--- src/rtl/serial_subtractor_8bit_if.sv ---
// Operand/result bundle for serial_subtractor_8bit. The master drives the
// request, the slave returns status, results and a state_dbg view of its FSM.
interface serial_subtractor_8bit_if;
  // Request: start is taken only on a rising edge where ready=1; a, b, bin
  // are captured on that same edge. Later changes do not affect the operation.
  logic       start;
  logic [7:0] a;
  logic [7:0] b;
  logic       bin;
  logic       ready;
  logic       busy;
  logic       done;
  logic [7:0] diff;
  logic       bout;
  logic       overflow;
  logic [1:0] state_dbg;

  modport master (
    output start, a, b, bin,
    input  ready, busy, done, diff, bout, overflow, state_dbg
  );

  modport slave (
    input  start, a, b, bin,
    output ready, busy, done, diff, bout, overflow, state_dbg
  );
endinterface

--- src/rtl/serial_subtractor_8bit.sv ---
// Bit-serial 8-bit subtractor: a - b - bin, LSB first, one bit per cycle.
// Define SUB_SATURATE_EN to clamp diff on signed overflow (default: wrap-around).
module serial_subtractor_8bit (
  input logic                      clk,
  input logic                      rst,
  serial_subtractor_8bit_if.slave  bus
);

  typedef enum logic [1:0] {
    IDLE  = 2'd0,
    SHIFT = 2'd1,
    DONE  = 2'd2
  } state_t;

  state_t     state;
  logic [2:0] cnt;
  logic [7:0] a_r;
  logic [7:0] b_r;
  logic [7:0] d_r;
  logic       br;
  logic       ready_r;
  logic       busy_r;
  logic       done_r;
  logic [7:0] diff_r;
  logic       bout_r;
  logic       ovf_r;

  logic       ai;
  logic       bi;
  logic       d_bit;
  logic       br_next;
  logic [7:0] raw_diff;
  logic       ovf_c;
  logic [7:0] result;

  // Operands shift right each cycle, so bit 0 is always the bit being worked
  // on; on the last cycle ai/bi are the original sign bits.
  always_comb begin
    ai       = a_r[0];
    bi       = b_r[0];
    d_bit    = ai ^ bi ^ br;
    br_next  = (~ai & bi) | (~(ai ^ bi) & br);
    raw_diff = {d_bit, d_r[7:1]};
    ovf_c    = (ai != bi) && (raw_diff[7] != ai);
`ifdef SUB_SATURATE_EN
    if (ovf_c) result = ai ? 8'h80 : 8'h7F;
    else       result = raw_diff;
`else
    result   = raw_diff;
`endif
  end

  always_ff @(posedge clk or posedge rst) begin
    if (rst) begin
      state   <= IDLE;
      cnt     <= 3'd0;
      a_r     <= 8'h00;
      b_r     <= 8'h00;
      d_r     <= 8'h00;
      br      <= 1'b0;
      ready_r <= 1'b1;
      busy_r  <= 1'b0;
      done_r  <= 1'b0;
      diff_r  <= 8'h00;
      bout_r  <= 1'b0;
      ovf_r   <= 1'b0;
    end else begin
      case (state)
        IDLE: begin
          if (bus.start) begin
            a_r     <= bus.a;
            b_r     <= bus.b;
            br      <= bus.bin;
            d_r     <= 8'h00;
            cnt     <= 3'd0;
            state   <= SHIFT;
            ready_r <= 1'b0;
            busy_r  <= 1'b1;
          end
        end
        SHIFT: begin
          a_r <= {1'b0, a_r[7:1]};
          b_r <= {1'b0, b_r[7:1]};
          d_r <= raw_diff;
          br  <= br_next;
          cnt <= cnt + 3'd1;
          // Results are published only here, all three together.
          if (cnt == 3'd7) begin
            state  <= DONE;
            busy_r <= 1'b0;
            done_r <= 1'b1;
            diff_r <= result;
            bout_r <= br_next;
            ovf_r  <= ovf_c;
          end
        end
        DONE: begin
          state   <= IDLE;
          done_r  <= 1'b0;
          ready_r <= 1'b1;
        end
        default: begin
          state   <= IDLE;
          ready_r <= 1'b1;
          busy_r  <= 1'b0;
          done_r  <= 1'b0;
        end
      endcase
    end
  end

  assign bus.ready     = ready_r;
  assign bus.busy      = busy_r;
  assign bus.done      = done_r;
  assign bus.diff      = diff_r;
  assign bus.bout      = bout_r;
  assign bus.overflow  = ovf_r;
  assign bus.state_dbg = state;

endmodule
--- src/flat_wrapper.sv ---
// flat-port wrapper written by rule: the top's interface ports become plain ports
module serial_subtractor_8bit_flat 
  (clk, rst, bus_start, bus_a, bus_b, bus_bin, bus_ready, bus_busy, bus_done, bus_diff, bus_bout, bus_overflow, bus_state_dbg);
  serial_subtractor_8bit_if bus_i ();
  input logic clk;
  input logic rst;
  input wire logic [$bits(bus_i.start)-1:0] bus_start;
  input wire logic [$bits(bus_i.a)-1:0] bus_a;
  input wire logic [$bits(bus_i.b)-1:0] bus_b;
  input wire logic [$bits(bus_i.bin)-1:0] bus_bin;
  output wire logic [$bits(bus_i.ready)-1:0] bus_ready;
  output wire logic [$bits(bus_i.busy)-1:0] bus_busy;
  output wire logic [$bits(bus_i.done)-1:0] bus_done;
  output wire logic [$bits(bus_i.diff)-1:0] bus_diff;
  output wire logic [$bits(bus_i.bout)-1:0] bus_bout;
  output wire logic [$bits(bus_i.overflow)-1:0] bus_overflow;
  output wire logic [$bits(bus_i.state_dbg)-1:0] bus_state_dbg;
  assign bus_i.start = bus_start;
  assign bus_i.a = bus_a;
  assign bus_i.b = bus_b;
  assign bus_i.bin = bus_bin;
  assign bus_ready = bus_i.ready;
  assign bus_busy = bus_i.busy;
  assign bus_done = bus_i.done;
  assign bus_diff = bus_i.diff;
  assign bus_bout = bus_i.bout;
  assign bus_overflow = bus_i.overflow;
  assign bus_state_dbg = bus_i.state_dbg;
  serial_subtractor_8bit u_core (.clk(clk), .rst(rst), .bus(bus_i));
endmodule
--- config.mk ---
export PLATFORM = sky130hd
export DESIGN_NAME = serial_subtractor_8bit_flat
export DESIGN_NICKNAME = d
export VERILOG_FILES = /design/src/rtl/serial_subtractor_8bit_if.sv /design/src/rtl/serial_subtractor_8bit.sv /design/src/flat_wrapper.sv
export SDC_FILE = /design/constraint.sdc
export NUM_CORES = 1
export LEC_CHECK = 0
export BUFFER_PORTS_ARGS = -buffer_cell sky130_fd_sc_hd__buf_2
export CORE_MARGIN = 3
export CORE_UTILIZATION = 43
export DETAILED_ROUTE_END_ITERATION = 8
export HOLD_SLACK_MARGIN = 0.15
export PLACE_DENSITY = 0.63
export SYNTH_ARGS = -nofsm -noshare
export SYNTH_HDL_FRONTEND = slang
export SYNTH_SLANG_ARGS = --single-unit
export TNS_END_PERCENT = 5
--- constraint.sdc ---
create_clock -name clk -period 1.8 [get_ports clk]
set_input_delay 0.45 -clock clk [delete_from_list [all_inputs] [get_ports clk]]
set_output_delay 0.45 -clock clk [all_outputs]
set_load 0.02 [all_outputs]
**Word-level counts from Yosys, hierarchy flattened**

Index checks and enable logic that the tools add are counted.

- Flip-flop bits (word level): 43
- Bits of input ports: 20
- Output and inout bits: 15

- $add $sub $neg: 1
- Eq/ne operators: 7
- Mux-type cells: 20
- Bitwise logic cells: 10
- Reduce and logical (&&, ||, !) cells: 9

Operators by type and width:

| operator | number |
|---|---|
| 8-bit one-hot mux with 2 select lines | 3 |
| 8-bit two-way mux | 3 |
| 2-bit AND reduction | 5 |
| 1-bit one-hot mux with 2 select lines | 3 |
| 3-bit one-hot mux with 2 select lines | 1 |
| 1-bit two-way mux | 5 |
| 1-bit NOT | 5 |
| 2-bit two-way mux | 2 |
| 2-bit one-hot mux with 2 select lines | 1 |
| 3-bit by 1-bit adder with 3-bit output, second input constant | 1 |
| 3-bit == test, second input constant | 1 |
| 3-bit two-way mux | 1 |
| 1-bit one-hot mux with 3 select lines | 1 |
| 3-bit AND reduction | 1 |
| 1-bit AND | 2 |
| 2-bit by 1-bit == test with 1-bit output, second input constant | 1 |
| 2-bit == test, second input constant | 1 |
| 2-bit zero test | 1 |
| 1-bit != test | 2 |
| 2-bit by 1-bit != test with 1-bit output, second input constant | 1 |
| 2-bit != test, second input constant | 1 |
| 2-bit nonzero test | 1 |
| 1-bit bitwise XOR | 2 |
| 1-bit logical AND | 1 |
| 1-bit OR | 1 |

**Depth between registers and ports, before layout**

- Depth after elaboration: 5
- Gate-level depth with buffers: 6

**Worst setup path after synthesis**

OpenSTA, ideal clock, no wires.

- Path kind: flip-flop to flip-flop
- From: reg u_core.cnt[0]
- To: reg u_core.diff_r[1], in the netlist u_core.bus.diff[1]
- Arrival time: 1.335 ns
- Slack: 0.340 ns
- Stages on the path, launching flop included: 6
- Cell sequence: dfrtp_1 > ha_1 > ha_1 > nand3b_2 > buf_6 > mux2_2

- Longest elaborated chain between the ends: 2

Ends and longest elaborated chain:

| element | RTL line | source |
|---|---|---|
| start, declared | serial_subtractor_8bit.sv:16 | `logic [2:0] cnt;` |
| start signal, assigned | serial_subtractor_8bit.sv:86 | `cnt <= cnt + 3'd1;` |
| 3-bit == test | serial_subtractor_8bit.sv:88 | `if (cnt == 3'd7) begin` |
| 2-bit AND reduction (no source line) | - |  |
| end signal, assigned | serial_subtractor_8bit.sv:92 | `diff_r <= result;` |
| end, declared | serial_subtractor_8bit.sv:24 | `logic [7:0] diff_r;` |

Every way passes these cells.
A chain may end at the register's enable or synchronous reset.

**Worst setup path in the final report**

- From: reg u_core.cnt[0]
- To: reg u_core.diff_r[3], in the netlist u_core.bus.diff[3]

Same word-level chain as after synthesis.

==> results.json <==
{
  "p_leak_nw": 1.02,
  "timing.final.ws_setup_ps": 207,
  "utilization_pct": 54.9,
  "grt_antenna_before_repair": 0,
  "ctsResizeCount": 0,
  "synth_warnings": 0,
  "tritoncts": "done",
  "synthToLayoutAreaGrowth_pct": 19.8,
  "initial_utilization_pct": 45.9,
  "clock_skew_ps": 3.89,
  "worst-setup-path-type": "reg2reg",
  "power-per-cell-area_mw_per_mm2": 1880,
  "h_tree_depth": 2,
  "hold_class": "in2async",
  "setup.worst_path.end_class": "flip-flop",
  "max_slew_margin_pct": 51.3,
  "async_flop_share_pct": 100,
  "unrepaired_setup_endpoints_after_global_routing": "no",
  "post-place-ws_ps": 211,
  "cts-root-buf": "clkbuf_8",
  "timing.rr.start": "u_core.cnt[0]",
  "post-cts-setup-buffers": 0,
  "crit_path_start_kind": "flip-flop",
  "wl_mm": 3.32,
  "routed-via-count": 1239,
  "netlist_top_cells_area": "dfrtp_1 59%, mux2_2 5.9%, a22o_1 5.6%, o22ai_1 5.1%, a21oi_1 4.1%",
  "post-dp-hpwl_mm": 2.30,
  "drt_first_iter_violations": 58,
  "die_x_um": 69.4,
  "fp.dieArea_mm2": 0.00482,
  "avgViaCountPerCell": 5.36,
  "most_repeated_cell_in_the_gate_level_netlist_after_synthesis": "dfrtp_1",
  "number_of_endpoints_with_negative_hold_slack_in_the_final_report": 0,
  "fillerInstances": 327,
  "synthDominantAreaCellType": "dfrtp_1",
  "whs_ps": 203,
  "layout-drive-gt1-share_pct": 33.9,
  "crit_path_dat_ps": 1770,
  "cts_buffers": 5,
  "drtAntennaViolNets": 0,
  "cp.required_ps": 1980,
  "grt_start_max_net_pins": 43,
  "ioPinCount": 35,
  "port_buffers": 34,
  "design_power_total_mw": 3.88,
  "antennaDiodeCount": 0,
  "insertion_delay_ps": 290,
  "detailedRoute.firstPassIterationCount": 4,
  "die-height_um": 69.4,
  "netlist_area_mm2": 0.00173,
  "top_reg_cell_synth": "dfrtp_1",
  "grt_pass1_wl_mm": 5.87,
  "final-setup-viol-count": 0,
  "final_period_minus_worst_setup_slack_ps": 1590,
  "synthTopCellsByCount": "41 x dfrtp_1, 14 x a21oi_1, 14 x nor2_1, 14 x o22ai_1, 11 x a22o_1",
  "drc_errors": 0,
  "peakVddDrop_mv": 0.805,
  "cts_num_sinks": 42,
  "run_status": "finished, final reports clean",
  "wire_length_per_cell_after_detailed_routing_um": 14.4,
  "cts_max_path_buffers": 2,
  "ff2ff_setup_slack_ps": 210,
  "synth_sequential_area_ratio_pct": 60.9,
  "maximum_clock_frequency_mhz": 628,
  "finalCritPeriodShare_pct": 88.5,
  "overflow": 0,
  "synth_nets": 167,
  "clkSlewWorstSetupHoldPaths_ps": 80,
  "number_of_global_route_vias_before_repair": 1284,
  "register_area_mm2": 0.00105,
  "r2r-end": "u_core.bus.diff[3]",
  "worst-r2r-cell-count": 4,
  "synth-seq-cells": 42,
  "synth_enable_flop_cells": 0,
  "post_synth_num_cell_types": 28,
  "fin_setup_tns_ps": 0,
  "critPathMaxFanout": 13,
  "placement_rows": 22,
  "gp_congestion": 0.759,
  "global_route.usage.total_pct": 15.3,
  "slew_viol_final": 0,
  "final_nets": 206,
  "core-area_mm2": 0.00377,
  "avg_cell_area_syn_um2": 12.1,
  "synthCells": 143,
  "area_taken_by_multi_input_logic_gates_um2": 596,
  "cts_hold_repair.buffers": 0,
  "synth_top_area_share_pct": 59.3,
  "tightest_slew_ps": 728,
  "drv.max_cap_violation_count": 0
}
registers in the layout (all words and copies together), names as in the netlist:
name and flops:
u_core.bus.state_dbg 2, u_core.b_r 8, u_core.bus.done 1, u_core.bus.ready 1, u_core.cnt 3, u_core.d_r 7
u_core.a_r 8, u_core.bus.overflow 1, u_core.br 1, u_core.bus.bout 1, u_core.bus.busy 1, u_core.bus.diff 8
layer usage:
metal | part of all wire, % | wire length (um) | GRT usage [%]
met5 | 0 | 0 | 0
met4 | 1.7 | 57 | 5.86
met3 | 5.8 | 194 | 5.51
met2 | 48 | 1580 | 23.2
met1 | 45 | 1490 | 20.1
logic make-up (layout without fill, tap and decap cells):
group                    after synthesis  after routing  synth area share, %
AO/OA/AOI/OAI                         48             48                 18.4
flip-flops                            42             42                 60.9
adder cells (fa/ha/maj)                4              4                 3.33
AND/OR/NAND/NOR                       24             24                 6.37
XOR/XNOR                               1              1                0.507
buffers and inverters                 15             55                 4.70
multiplexers                           9              9                 5.86
cells in the final DEF, fill, tap and decap left out, types with 2 or more instances in the layout:
master / synthesis / routed
a21oi_1: 14 / 14
a22o_1: 11 / 11
a22oi_1: 2 / 2
buf_2: 2 / 34
buf_4: 2 / 5
clkbuf_8: 0 / 5
clkinv_2: 0 / 2
dfrtp_1: 41 / 41
ha_1: 3 / 3
inv_1: 5 / 5
inv_2: 2 / 2
mux2_2: 9 / 9
nand2_1: 5 / 5
nand2b_1: 2 / 2
nor2_1: 14 / 14
o21ai_0: 2 / 2
o22ai_1: 14 / 14
final cells by class:
class,instances,area share [%]
Sequential cell,42,50.8
Clock buffer,5,3.32
Tap cell,48,2.90
Clock inverter,3,1.93
Timing Repair Buffer,40,11.0
Multi-Input combinational cell,86,28.8
Inverter,7,1.27
report_power, final:
part,leakage [nW],internal [mW],switching [mW],total [mW]
combinational,0.455,0.701,0.807,1.51
clock,0.0579,0.408,0.313,0.721
sequential,0.507,1.39,0.265,1.65
total,1.02,2.50,1.38,3.88
worst max path at each step:
stage / from / end / slack [ps]
after CTS: u_core.cnt[0] / u_core.bus.diff[7] / 190
after global routing: u_core.cnt[0] / u_core.bus.diff[7] / 110
after floorplan: u_core.cnt[0] / u_core.bus.diff[1] / 340
after detailed placement: u_core.cnt[0] / u_core.bus.diff[7] / 210
final: u_core.cnt[0] / u_core.bus.diff[3] / 210
after global placement: u_core.cnt[0] / u_core.bus.diff[3] / 280
worst max-delay path, stage by stage, from the launching register on:
cell and delay, ps:
dfrtp_1 400, ha_1 200, ha_1 210, nand3b_2 290, mux2_2 380
metrics by stage:
stage          std cells  area [um^2]
2_1_floorplan        143         1730
3_3_place_gp         223         1960
3_5_place_dp         223         1960
4_1_cts              231         2070
5_1_grt              231         2070
6_report             231         2070
(Power assumes the default switching activity.)
